## config.mk

```make
export PLATFORM = sky130hd
export DESIGN_NAME = execute_wb_flat
export DESIGN_NICKNAME = d
export VERILOG_FILES = /design/src/rtl/proc_pkg.sv /design/src/rtl/execute_wb_if.sv /design/src/rtl/mul_iter.sv /design/src/rtl/execute_wb.sv /design/src/flat_wrapper.sv
export SDC_FILE = /design/constraint.sdc
export NUM_CORES = 1
export LEC_CHECK = 0
export BUFFER_PORTS_ARGS = -buffer_cell sky130_fd_sc_hd__clkbuf_2
export CORE_ASPECT_RATIO = 1.2
export CORE_MARGIN = 2
export CORE_UTILIZATION = 57
export CTS_CLUSTER_DIAMETER = 80
export DETAILED_ROUTE_END_ITERATION = 8
export GPL_ROUTABILITY_DRIVEN = 0
export PLACE_DENSITY = 0.79
export SYNTH_ARGS = -nofsm -noshare
export SYNTH_HDL_FRONTEND = slang
export SYNTH_SLANG_ARGS = --single-unit
```

## constraint.sdc

```tcl
create_clock -name clk -period 5.5 [get_ports clk]
set_input_delay 0.275 -clock clk [delete_from_list [all_inputs] [get_ports clk]]
set_output_delay 0.275 -clock clk [all_outputs]
set_load 0.05 [all_outputs]
```

## src/rtl/proc_pkg.sv

```systemverilog
// Shared constants for the execute/write-back stage: ALU opcodes, default widths and FSM encoding.
package proc_pkg;

  localparam int unsigned DEF_DATA_W = 16;
  localparam int unsigned DEF_REG_AW = 3;

  typedef logic [1:0] alu_op_t;

  localparam alu_op_t ALU_ADD = 2'b00;
  localparam alu_op_t ALU_SUB = 2'b01;
  localparam alu_op_t ALU_AND = 2'b10;
  localparam alu_op_t ALU_MUL = 2'b11;

  localparam int unsigned ALUOP_IMM_BIT = 2;

  localparam logic [0:0] StIdle   = 1'b0;
  localparam logic [0:0] StMulRun = 1'b1;

endpackage

```

## src/rtl/execute_wb_if.sv

```systemverilog
// Decode-to-execute operand bus plus the register-bank write-back port.
interface execute_wb_if #(
  parameter int unsigned DATA_W = proc_pkg::DEF_DATA_W,
  parameter int unsigned REG_AW = proc_pkg::DEF_REG_AW
);

  logic              in_valid;
  logic [DATA_W-1:0] r1_data;
  logic [DATA_W-1:0] r2_data;
  logic [2:0]        imm_data;
  logic [REG_AW-1:0] rd;
  logic [2:0]        aluop;
  logic              busy;
  logic              wr_en;
  logic [REG_AW-1:0] rd_alu;
  logic [DATA_W-1:0] data_alu;

  modport master (
    output in_valid, r1_data, r2_data, imm_data, rd, aluop,
    input  busy, wr_en, rd_alu, data_alu
  );

  modport slave (
    input  in_valid, r1_data, r2_data, imm_data, rd, aluop,
    output busy, wr_en, rd_alu, data_alu
  );

endinterface

```

## src/rtl/mul_iter.sv

```systemverilog
// Iterative shift-add multiplier; one partial product per step, low DATA_W bits kept.
module mul_iter
  import proc_pkg::*;
#(
  parameter int unsigned DATA_W = DEF_DATA_W
) (
  input  logic              clk,
  input  logic              reset,
  input  logic              start,
  input  logic              step,
  input  logic [DATA_W-1:0] a,
  input  logic [DATA_W-1:0] b,
  output logic              done,
  output logic [DATA_W-1:0] product
);

  localparam int unsigned CntW = $clog2(DATA_W);

  logic [DATA_W-1:0] mcand_q;
  logic [DATA_W-1:0] mplier_q;
  logic [DATA_W-1:0] acc_q;
  logic [DATA_W-1:0] acc_d;
  logic [CntW-1:0]   cnt_q;

  assign acc_d = mplier_q[0] ? acc_q + mcand_q : acc_q;

  always_ff @(posedge clk) begin
    if (!reset) begin
      mcand_q  <= '0;
      mplier_q <= '0;
      acc_q    <= '0;
      cnt_q    <= '0;
    end else if (start) begin
      mcand_q  <= a;
      mplier_q <= b;
      acc_q    <= '0;
      cnt_q    <= '0;
    end else if (step) begin
      acc_q    <= acc_d;
      mcand_q  <= mcand_q << 1;
      mplier_q <= mplier_q >> 1;
      cnt_q    <= cnt_q + 1'b1;
    end
  end

  // The last step's partial product is folded in combinationally so the caller
  // can register the final value on the same edge.
  assign done    = step && (cnt_q == CntW'(DATA_W - 1));
  assign product = acc_d;

endmodule

```

## src/rtl/execute_wb.sv

```systemverilog
// Execute/write-back stage: single-cycle ADD/SUB/AND, iterative MUL, registered write port.
module execute_wb
  import proc_pkg::*;
#(
  parameter int unsigned DATA_W = DEF_DATA_W,
  parameter int unsigned REG_AW = DEF_REG_AW
) (
  input logic         clk,
  input logic         reset,
  execute_wb_if.slave bus
);

  logic [0:0]        state_q, state_d;
  logic              wr_en_q, wr_en_d;
  logic [REG_AW-1:0] rd_alu_q, rd_alu_d;
  logic [DATA_W-1:0] data_alu_q, data_alu_d;
  logic [REG_AW-1:0] rd_mul_q, rd_mul_d;

  alu_op_t           op;
  logic [DATA_W-1:0] opb;
  logic [DATA_W-1:0] alu_res;
  logic              mul_start;
  logic              mul_step;
  logic              mul_done;
  logic [DATA_W-1:0] mul_product;

  assign op  = bus.aluop[1:0];
  assign opb = bus.aluop[ALUOP_IMM_BIT] ? {{(DATA_W-3){1'b0}}, bus.imm_data} : bus.r2_data;

  always_comb begin
    alu_res = '0;
    unique case (op)
      ALU_ADD: alu_res = bus.r1_data + opb;
      ALU_SUB: alu_res = bus.r1_data - opb;
      ALU_AND: alu_res = bus.r1_data & opb;
      default: alu_res = '0;
    endcase
  end

  assign mul_start = (state_q == StIdle) && bus.in_valid && (op == ALU_MUL);
  assign mul_step  = (state_q == StMulRun);

  mul_iter #(
    .DATA_W (DATA_W)
  ) u_mul_iter (
    .clk     (clk),
    .reset   (reset),
    .start   (mul_start),
    .step    (mul_step),
    .a       (bus.r1_data),
    .b       (opb),
    .done    (mul_done),
    .product (mul_product)
  );

  // Outputs default to zero so the register bank's unconditional write only touches r0.
  always_comb begin
    state_d    = state_q;
    rd_mul_d   = rd_mul_q;
    wr_en_d    = 1'b0;
    rd_alu_d   = '0;
    data_alu_d = '0;
    if (state_q == StIdle) begin
      if (bus.in_valid) begin
        if (op == ALU_MUL) begin
          state_d  = StMulRun;
          rd_mul_d = bus.rd;
        end else if (bus.rd != '0) begin
          wr_en_d    = 1'b1;
          rd_alu_d   = bus.rd;
          data_alu_d = alu_res;
        end
      end
    end else if (mul_done) begin
      state_d = StIdle;
      if (rd_mul_q != '0) begin
        wr_en_d    = 1'b1;
        rd_alu_d   = rd_mul_q;
        data_alu_d = mul_product;
      end
    end
  end

  always_ff @(posedge clk) begin
    if (!reset) begin
      state_q    <= StIdle;
      rd_mul_q   <= '0;
      wr_en_q    <= 1'b0;
      rd_alu_q   <= '0;
      data_alu_q <= '0;
    end else begin
      state_q    <= state_d;
      rd_mul_q   <= rd_mul_d;
      wr_en_q    <= wr_en_d;
      rd_alu_q   <= rd_alu_d;
      data_alu_q <= data_alu_d;
    end
  end

  assign bus.busy     = (state_q == StMulRun);
  assign bus.wr_en    = wr_en_q;
  assign bus.rd_alu   = rd_alu_q;
  assign bus.data_alu = data_alu_q;

endmodule

```

## src/flat_wrapper.sv

```systemverilog
// flat-port wrapper written by rule: the top's interface ports become plain ports
module execute_wb_flat import proc_pkg::*;
#(
  parameter int unsigned DATA_W = DEF_DATA_W,
  parameter int unsigned REG_AW = DEF_REG_AW
)
  (clk, reset, bus_in_valid, bus_r1_data, bus_r2_data, bus_imm_data, bus_rd, bus_aluop, bus_busy, bus_wr_en, bus_rd_alu, bus_data_alu);
  execute_wb_if #(.DATA_W(DATA_W), .REG_AW(REG_AW)) bus_i ();
  input logic clk;
  input logic reset;
  input wire logic [$bits(bus_i.in_valid)-1:0] bus_in_valid;
  input wire logic [$bits(bus_i.r1_data)-1:0] bus_r1_data;
  input wire logic [$bits(bus_i.r2_data)-1:0] bus_r2_data;
  input wire logic [$bits(bus_i.imm_data)-1:0] bus_imm_data;
  input wire logic [$bits(bus_i.rd)-1:0] bus_rd;
  input wire logic [$bits(bus_i.aluop)-1:0] bus_aluop;
  output wire logic [$bits(bus_i.busy)-1:0] bus_busy;
  output wire logic [$bits(bus_i.wr_en)-1:0] bus_wr_en;
  output wire logic [$bits(bus_i.rd_alu)-1:0] bus_rd_alu;
  output wire logic [$bits(bus_i.data_alu)-1:0] bus_data_alu;
  assign bus_i.in_valid = bus_in_valid;
  assign bus_i.r1_data = bus_r1_data;
  assign bus_i.r2_data = bus_r2_data;
  assign bus_i.imm_data = bus_imm_data;
  assign bus_i.rd = bus_rd;
  assign bus_i.aluop = bus_aluop;
  assign bus_busy = bus_i.busy;
  assign bus_wr_en = bus_i.wr_en;
  assign bus_rd_alu = bus_i.rd_alu;
  assign bus_data_alu = bus_i.data_alu;
  execute_wb #(.DATA_W(DATA_W), .REG_AW(REG_AW)) u_core (.clk(clk), .reset(reset), .bus(bus_i));
endmodule
```

# == Word level (Yosys, flattened, before mapping) ==
# Index checks and enable logic that the tools add are counted.
# totals
input_bits,44
regBits,76
elab_cells,58
output_inout_bits,21
# classes
bitwise,3
muxes,29
reduce_logical,9
n_addsub,4
n_eq_ne,4
# op_table
op,count
16-bit two-way mux,12
16-bit case mux with 3 select lines,1
16-bit adder,2
3-bit two-way mux,6
16-bit bitwise AND,1
16-bit subtractor,1
1-bit two-way mux,10
3-bit nonzero test,2
4-bit by 1-bit adder with 4-bit output (second input constant),1
2-bit == test (second input constant),2
4-bit == test (second input constant),1
1-bit logical AND,3
3-bit AND reduction,1
2-bit by 1-bit == test with 1-bit output (second input constant),1
2-bit logical NOT,1
1-bit inverter,2
2-bit nonzero test,1
2-bit OR reduction,1

# == Logic depth before layout (Yosys ltp) ==
# Gate-level depths: netlist (run 1).
# depth
word_depth,7
mapped_depth,17
ltp_nobuf,16

# == Modules after synthesis ==
# From an unflattened synthesis (run 1), not the netlist that was laid out.
# hier_totals
cells_unflattened,685
area_unflattened_um2,5496.5
# by_module_without_submodules
mod,n_inst,area_per_inst_um2,cells_each,seq_area_each_um2
mul_iter,1,3045.4,355,1041.0
execute_wb,1,2451.1,330,480.5

# == Worst setup path after synthesis (run 1) ==
# OpenSTA, ideal clock, no wires.
# synth_timing
path_kind,input-to-reg
from,in bus_aluop[2]
to,"reg u_core.data_alu_q[15], in the netlist u_core.bus.data_alu[15]"
stages,14
arrival_ns,3.526
path_buffers,1
required_ns,5.378
setup_slack_ns,1.852
setup_ns,0.122
path_cell_list,clkbuf_1 -> mux2i_1 -> ha_1 -> nand2_1 -> or2_1 -> o41ai_1 -> xor2_1 -> ha_1 -> a21o_1 -> a221oi_1 -> nor2b_1 -> a311oi_1 -> xnor2_1 -> a221o_1
# synth_between
elab_chain_cells,7
elab_cells_between_ends,9
cone_classes,2 x add/sub; 6 x mux; 1 x bitwise
# synth_lines
item,line_no,rtl
start: declaration,flat_wrapper.sv:16,input wire logic [$bits(bus_i.aluop)-1:0] bus_aluop;
16-bit two-way mux (*),execute_wb.sv:28,"assign opb = bus.aluop[ALUOP_IMM_BIT] ? {{(DATA_W-3){1'b0}}, bus.imm_data} : bus.r2_data;"
16-bit subtractor (tied with other cells),execute_wb.sv:34,ALU_SUB: alu_res = bus.r1_data - opb;
16-bit case mux with 3 select lines (*),execute_wb.sv:32,unique case (op)
16-bit two-way mux (*),execute_wb.sv:68,end else if (bus.rd != '0) begin
16-bit two-way mux (*),execute_wb.sv:65,if (op == ALU_MUL) begin
16-bit two-way mux (*),execute_wb.sv:64,if (bus.in_valid) begin
16-bit two-way mux (*),execute_wb.sv:63,if (state_q == StIdle) begin
end signal: assignment,execute_wb.sv:96,data_alu_q <= data_alu_d;
end: declaration,execute_wb.sv:16,"logic [DATA_W-1:0] data_alu_q, data_alu_d;"
# Mark *: on every way between the ends. The rest lies on a longest branch, timed or not.
# A chain may end at the register's enable or synchronous reset.

# == Final worst setup path (run 1) ==
# Ends and elaborated chain as after synthesis.

==> metrics.txt, run 1 <==
final hold viol count=0; vias in the first global route=4343; period utilization=68.5%; Fillers=about 750; Peak VDD IR=0.128 mV; Worst-Skew Late Latency=0.38 ns; hpwl dp=9.54 mm; Final ANT Viol Nets=0; Final Max Tran Viols=0; register area=1520 sq um; Setup crit start=bus_aluop[2]; Synth Cell Area=5030 sq um; Max Cap Viol=0; Seq/Total Area, Yosys=30.2%; # hold bufs at CTS=0; Pleak=2.31 nW; cells after synthesis=619; total CTS buffers=9; total global routing overflow=0; I/O pin total=65; post-route setup TNS=0 ns; CTS root buffer=clkbuf_8; CTS max path bufs=2; Final Critical Period=between 3 and 4 ns; # DRC=0; Post-synth EDFFs=0; crit path kind=in -> reg; Yosys top cell by area=dfxtp_1; HP Class=in -> reg; post-synthesis net count=698; htree depth=3; layout cells sized above 1=between 10% and 20%; clock sinks=76; YS warnings=0; crit start category=input pin; core area=8560 sq um; skew final=~0.01 ns; CTS tree=yes; CTS clock-pin slew for the worst setup and hold paths=~0.090 ns; worst r2r dst=u_core.u_mul_iter.acc_q[15]; Commonest cells post-synth=dfxtp_1 (76), nand2_1 (71), nor2_1 (52), nor2b_1 (38), a21oi_1 (34); # rows=37; Synth Flop Type=dfxtp_1; Critical Path RT=5.77 ns; RSZ-0062 raised after global routing=no; Global Route Usage Sum=27.2%; ANT cells=0; r2r worst-path depth=6; DIE AREA=9600 sq um; Overall Power=~1.3 mW; cells resized by post-CTS repair=0; Worst Tran Pin Value=~1.1 ns; Yosys top cell area share=30.2%; Yosys cell types=60; CP Max Fanout=23; Die Ht=107 microns; Pre-antenna DRT Iters=5; Mean Syn Cell Area=just over 8 sq um; RR Startpoint=u_core.bus.busy; vias per inst=6.06; Worst Setup EP=u_core.bus.data_alu[15]; ranking of synthesized cells by area=dfxtp_1 (30%), ha_1 (8.2%), nand2_1 (5.3%); #FFs+latches synth=76; starting density of the core=approximately three fifths; relative slew slack=a little under a quarter; final setup fails=0; Routed WL=around 13 mm; routed len/inst=between 15 and 20 microns; antenna violations before repair=0; PortBufs=between 60 and 70; first-pass GRT wire length=20.7 mm; power per cell area=approximately 240 nW/um^2; reg-to-reg slack, setup=2.52 ns; Async SR Flop Fraction=0%; area grow syn2layout=10.6%; crit end category=register; # Post-CTS Setup Buffers=0; FMAX=265 MHz; Die Wd=89.8 microns; largest net degree at the start of global routing=55; most common cell in the netlist=dfxtp_1; area of the multi-input gates=3320 sq um; fin nets=742; via count=about 4800; status=finished, final reports clean; Iteration-0 DRC Markers=325; CP arrival=4.04 ns
==> placed cells by master, fill, tap and decap left out, types with 3 or more instances in the layout <==
master	Yosys	layout
and2_1	6	6
a221oi_1	14	14
o31ai_1	7	7
inv_1	12	12
o21ai_0	5	5
buf_4	0	3
o31a_1	3	3
a21o_1	8	8
clkbuf_2	0	64
a21oi_1	34	34
nor3_1	5	5
a32oi_1	6	6
a21boi_1	22	22
nand2_1	71	71
clkbuf_8	0	10
a211oi_1	15	15
o21bai_1	3	3
clkinv_2	0	3
or4_1	3	3
o21ai_1	18	18
nand4_1	4	4
o22ai_1	11	11
nor2b_1	38	38
ha_1	33	33
dfxtp_1	76	75
and3_1	4	4
nand2b_1	6	6
nor2_1	52	51
mux2i_1	12	12
xor2_1	23	23
o21a_1	4	4
a31oi_1	6	6
xnor2_1	16	16
or2_1	3	3
nand3_1	16	16
a22oi_1	19	19
==> state kept, by name, indices dropped and copies added (netlist names) <==
register                    count
u_core.bus.wr_en                1
u_core.u_mul_iter.cnt_q         4
u_core.bus.data_alu            16
u_core.u_mul_iter.mcand_q      16
u_core.bus.rd_alu               3
u_core.rd_mul_q                 3
u_core.u_mul_iter.mplier_q     16
u_core.bus.busy                 1
u_core.u_mul_iter.acc_q        16
==> report_power, final <==
part	internal [mW]	switching, mW	leakage (nW)
sequential	0.569	0.0132	0.617
combinational	0.132	0.207	1.60
clock	0.175	0.229	0.0920
==> worst max-delay path, stage by stage <==
cell      delay (ns)
clkbuf_2        0.37
mux2i_1         0.43
ha_1            0.22
nand2_1         0.10
or2_1           0.30
o41ai_1         0.43
xor2_1          0.18
ha_1            0.32
a21o_1          0.25
a221oi_1        0.33
nor2b_1         0.09
a311oi_1        0.31
xnor2_1         0.11
a221o_1         0.32
==> kinds of logic after synthesis <==
group / Yosys count / share of synthesized area, %
xor+xnor: 39 / 6.78
flops: 76 / 30.2
simple gates: 214 / 20.2
mux: 12 / 2.39
fa+ha+maj: 35 / 9.00
buf+inv: 47 / 3.95
compound gates: 196 / 27.5
==> metal layers <==
layer | vias to the layer above | share of wire, % | track usage [%]
li1 | 2344 | - | -
met4 | 0 | 3.0 | 13.7
met2 | 142 | 48 | 46.3
met5 | - | 0 | 0
met3 | 27 | 5.2 | 4.15
met1 | 2246 | 43 | 33.6
==> final cells by class <==
class	instances	share of cell area, %
Multi-Input combinational cell	496	59.6
Sequential cell	76	27.3
Timing Repair Buffer	67	6.16
Tap cell	117	2.63
Clock buffer	10	2.47
Inverter	13	1.12
Clock inverter	6	0.719
==> metrics by stage <==
step	instance area, sq um	utilization [%]	worst slack, ns	std cells	hold WS [ns]
CTS	5570	65.0	1.80	785	0.149
finish	5570	65.0	1.73	785	0.158
detailed placement	5390	63.0	1.41	769	0.463
floorplan	5030	-	1.85	619	0.410
global route	5570	65.0	1.33	785	0.172
global placement	5390	63.0	1.46	769	0.447
==> worst min path at each step <==
| stage | start | end | slack [ns] | cells past startpoint |
|---|---|---|---|---|
| after global placement | u_core.u_mul_iter.mcand_q[15] | u_core.u_mul_iter.mcand_q[15] | 0.45 | 2 |
| after global routing | bus_rd[0] | u_core.rd_mul_q[0] | 0.17 | 3 |
| after floorplan | bus_rd[0] | u_core.rd_mul_q[0] | 0.41 | 2 |
| after detailed placement | u_core.u_mul_iter.mcand_q[15] | u_core.u_mul_iter.mcand_q[15] | 0.46 | 2 |
| after CTS | bus_rd[1] | u_core.rd_mul_q[1] | 0.15 | 3 |
| final | bus_rd[1] | u_core.rd_mul_q[1] | 0.16 | 3 |
Power figures use the tool's default switching activity.
==> run 2, diff against run 1 <==
Settings changed: CORE_UTILIZATION 57 to 53, PLACE_DENSITY 0.79 to 0.77.
Clock period 5.5 ns to 3.3 ns, I/O delays scaled along.
==> metrics.txt, run 2 (same netlist as run 1, synthesis figures left out) <==
crit path kind=in -> reg; power per cell area=420 nW/um^2 (+76%); RSZ-0062 raised after global routing=no; HP Start=bus_rd[1]; via count=4793 (+0.71%); Die Ht=111 microns (+3.6%); HP Class=in -> reg; CP arrival=3.31 ns (-0.73 ns); layout cells sized above 1=16.4% (+2.4 points); post-route setup TNS=0 ns (unchanged); starting density of the core=55.2% (-3.6 points); first-pass GRT wire length=21.3 mm (+3.0%); Die Wd=93.0 microns (+3.5%); Critical Path RT=3.56 ns (-2.21 ns); area grow syn2layout=15.0%; Final Max Tran Viols=0 (unchanged); Iteration-0 DRC Markers=339 (+4.3%); RR Startpoint=u_core.u_mul_iter.mcand_q[0]; r2r worst-path depth=10 (+4); CTS root buffer=clkbuf_8; Worst-Skew Late Latency=0.37 ns (about the same); Routed WL=13.1 mm (+2.3%); cells resized by post-CTS repair=0 (unchanged); # Post-CTS Setup Buffers=0 (unchanged); Hold Crit Endpoint=u_core.rd_mul_q[1]; DIE AREA=10300 sq um (+7.2%); reg-to-reg slack, setup=0.42 ns (-2.10 ns); skew final=0.00999 ns (-0.0000290 ns); ANT cells=0 (unchanged); final hold viol count=0 (unchanged); Max Cap Viol=0 (unchanged); crit start category=input pin; CTS max path bufs=2 (unchanged); total global routing overflow=0 (unchanged); Fillers=799 (+7.0%); I/O pin total=65 (unchanged); Worst Tran Pin Value=0.987 ns (-0.158 ns); clock sinks=76 (unchanged); vias per inst=5.95 (-1.8%); crit end category=register; FMAX=~330 MHz; DP Cell Count=790 (+2.7%); final setup fails=0 (unchanged); Pleak=2.42 nW (+4.8%); Final ANT Viol Nets=0 (unchanged); status=finished, final reports clean; # rows=38 (+2.7%); Hold Crit Depth=3 (unchanged); Pre-antenna DRT Iters=5 (unchanged); # DRC=0 (unchanged); total CTS buffers=9 (unchanged); Placed Area=5560 sq um (+3.1%); htree depth=3 (unchanged); Non-Filler Instances=805 (+2.5%); CTS clock-pin slew for the worst setup and hold paths=0.08 ns (about the same); commonest non-fill, non-tap cell in the layout=dfxtp_1; CP Max Fanout=4 (-83%); largest net degree at the start of global routing=78 (+42%); routed len/inst=16.2 microns (-0.28%); CTS tree=yes; fin nets=760 (+2.4%); most frequent cells in the layout=dfxtp_1 (75), nand2_1 (71), clkbuf_2 (64); vias in the first global route=4465 (+2.8%); post-route cell area=5790 sq um (+4.0%); relative slew slack=34.0% (+11 points); worst hold slack=0.0562 ns (-0.101 ns); Final Critical Period=3.05 ns; Peak VDD IR=0.238 mV (+86%); PortBufs=64 (unchanged); Global Route Usage Sum=25.7% (-1.5 points); # hold bufs at CTS=0 (unchanged); hpwl dp=9.74 mm (+2.1%); period utilization=92.3%; antenna violations before repair=0 (unchanged); core area=9130 sq um (+6.6%); worst r2r dst=u_core.bus.data_alu[12]
run 2: cell types whose count changed in the layout (fill, tap and decap cells not counted):
cell,delta
mux2i_2,+1
mux2i_1,-2
clkinvlp_4,-1
a221oi_2,+1
mux2i_4,+1
clkbuf_1,+2
a221oi_1,-1
buf_4,+18
clkinv_4,-1
clkbuf_8,-1
o41ai_2,+1
bufinv_16,+3
o41ai_1,-1
clkinv_2,-3
run 2: worst max path at each step:
stage | startpoint | end | slack (ns) | cells past startpoint
floorplan | bus_aluop[2] | u_core.bus.data_alu[15] | 0.01 | 14
global placement | bus_aluop[2] | u_core.bus.data_alu[15] | 0.05 | 14
detailed placement | bus_aluop[2] | u_core.bus.data_alu[15] | -0.11 | 17
CTS | bus_aluop[2] | u_core.bus.data_alu[15] | 0.30 | 17
global route | bus_aluop[2] | u_core.bus.data_alu[15] | 0.03 | 17
finish | bus_aluop[2] | u_core.bus.data_alu[15] | 0.25 | 17
run 2: stage by stage:
| step | total power, mW | util [%] | worst slack, ns |
|---|---|---|---|
| 4_1_cts | 2.43 | 63.4 | 0.301 |
| 2_1_floorplan | 1.42 | - | 0.0104 |
| 3_5_place_dp | 1.58 | 60.9 | -0.109 |
| 3_3_place_gp | 1.57 | 60.9 | 0.0516 |
| 5_1_grt | 2.54 | 63.4 | 0.0329 |
| 6_report | 2.43 | 63.4 | 0.253 |
run 2: critical path, cell delays in order:
cell      delay (ns)
clkbuf_2        0.18
mux2i_2         0.28
ha_1            0.20
nand2_1         0.08
buf_4           0.16
o41ai_1         0.26
a21oi_1         0.12
nor2_1          0.09
a31oi_1         0.05
ha_1            0.33
o21a_1          0.23
o21ai_1         0.17
a32o_2          0.17
nor2_1          0.05
a311oi_1        0.32
xnor2_1         0.13
a221o_1         0.32
run 2: power by group:
| part | leakage, nW | switching (mW) | total [mW] | internal (mW) |
|---|---|---|---|---|
| clock network | 0.114 | 0.355 | 0.856 | 0.500 |
| logic | 1.69 | 0.361 | 0.606 | 0.245 |
| registers | 0.617 | 0.0210 | 0.969 | 0.948 |
run 2: routing by layer:
metal	share of wire, %	track usage (%)
met1	44	32.1
met2	49	44.5
met3	5.8	4.01
met4	2.0	8.82
met5	0	0
run 2: layout make-up:
cell class	instances	area (sq um)	area share (%)
Multi-Input combinational cell	496	3350	57.8
Timing Repair Buffer	85	478	8.25
Tap cell	120	150	2.59
Inverter	13	62.6	1.08
Clock buffer	11	131	2.27
Clock inverter	4	98.8	1.71
Sequential cell	76	1520	26.3
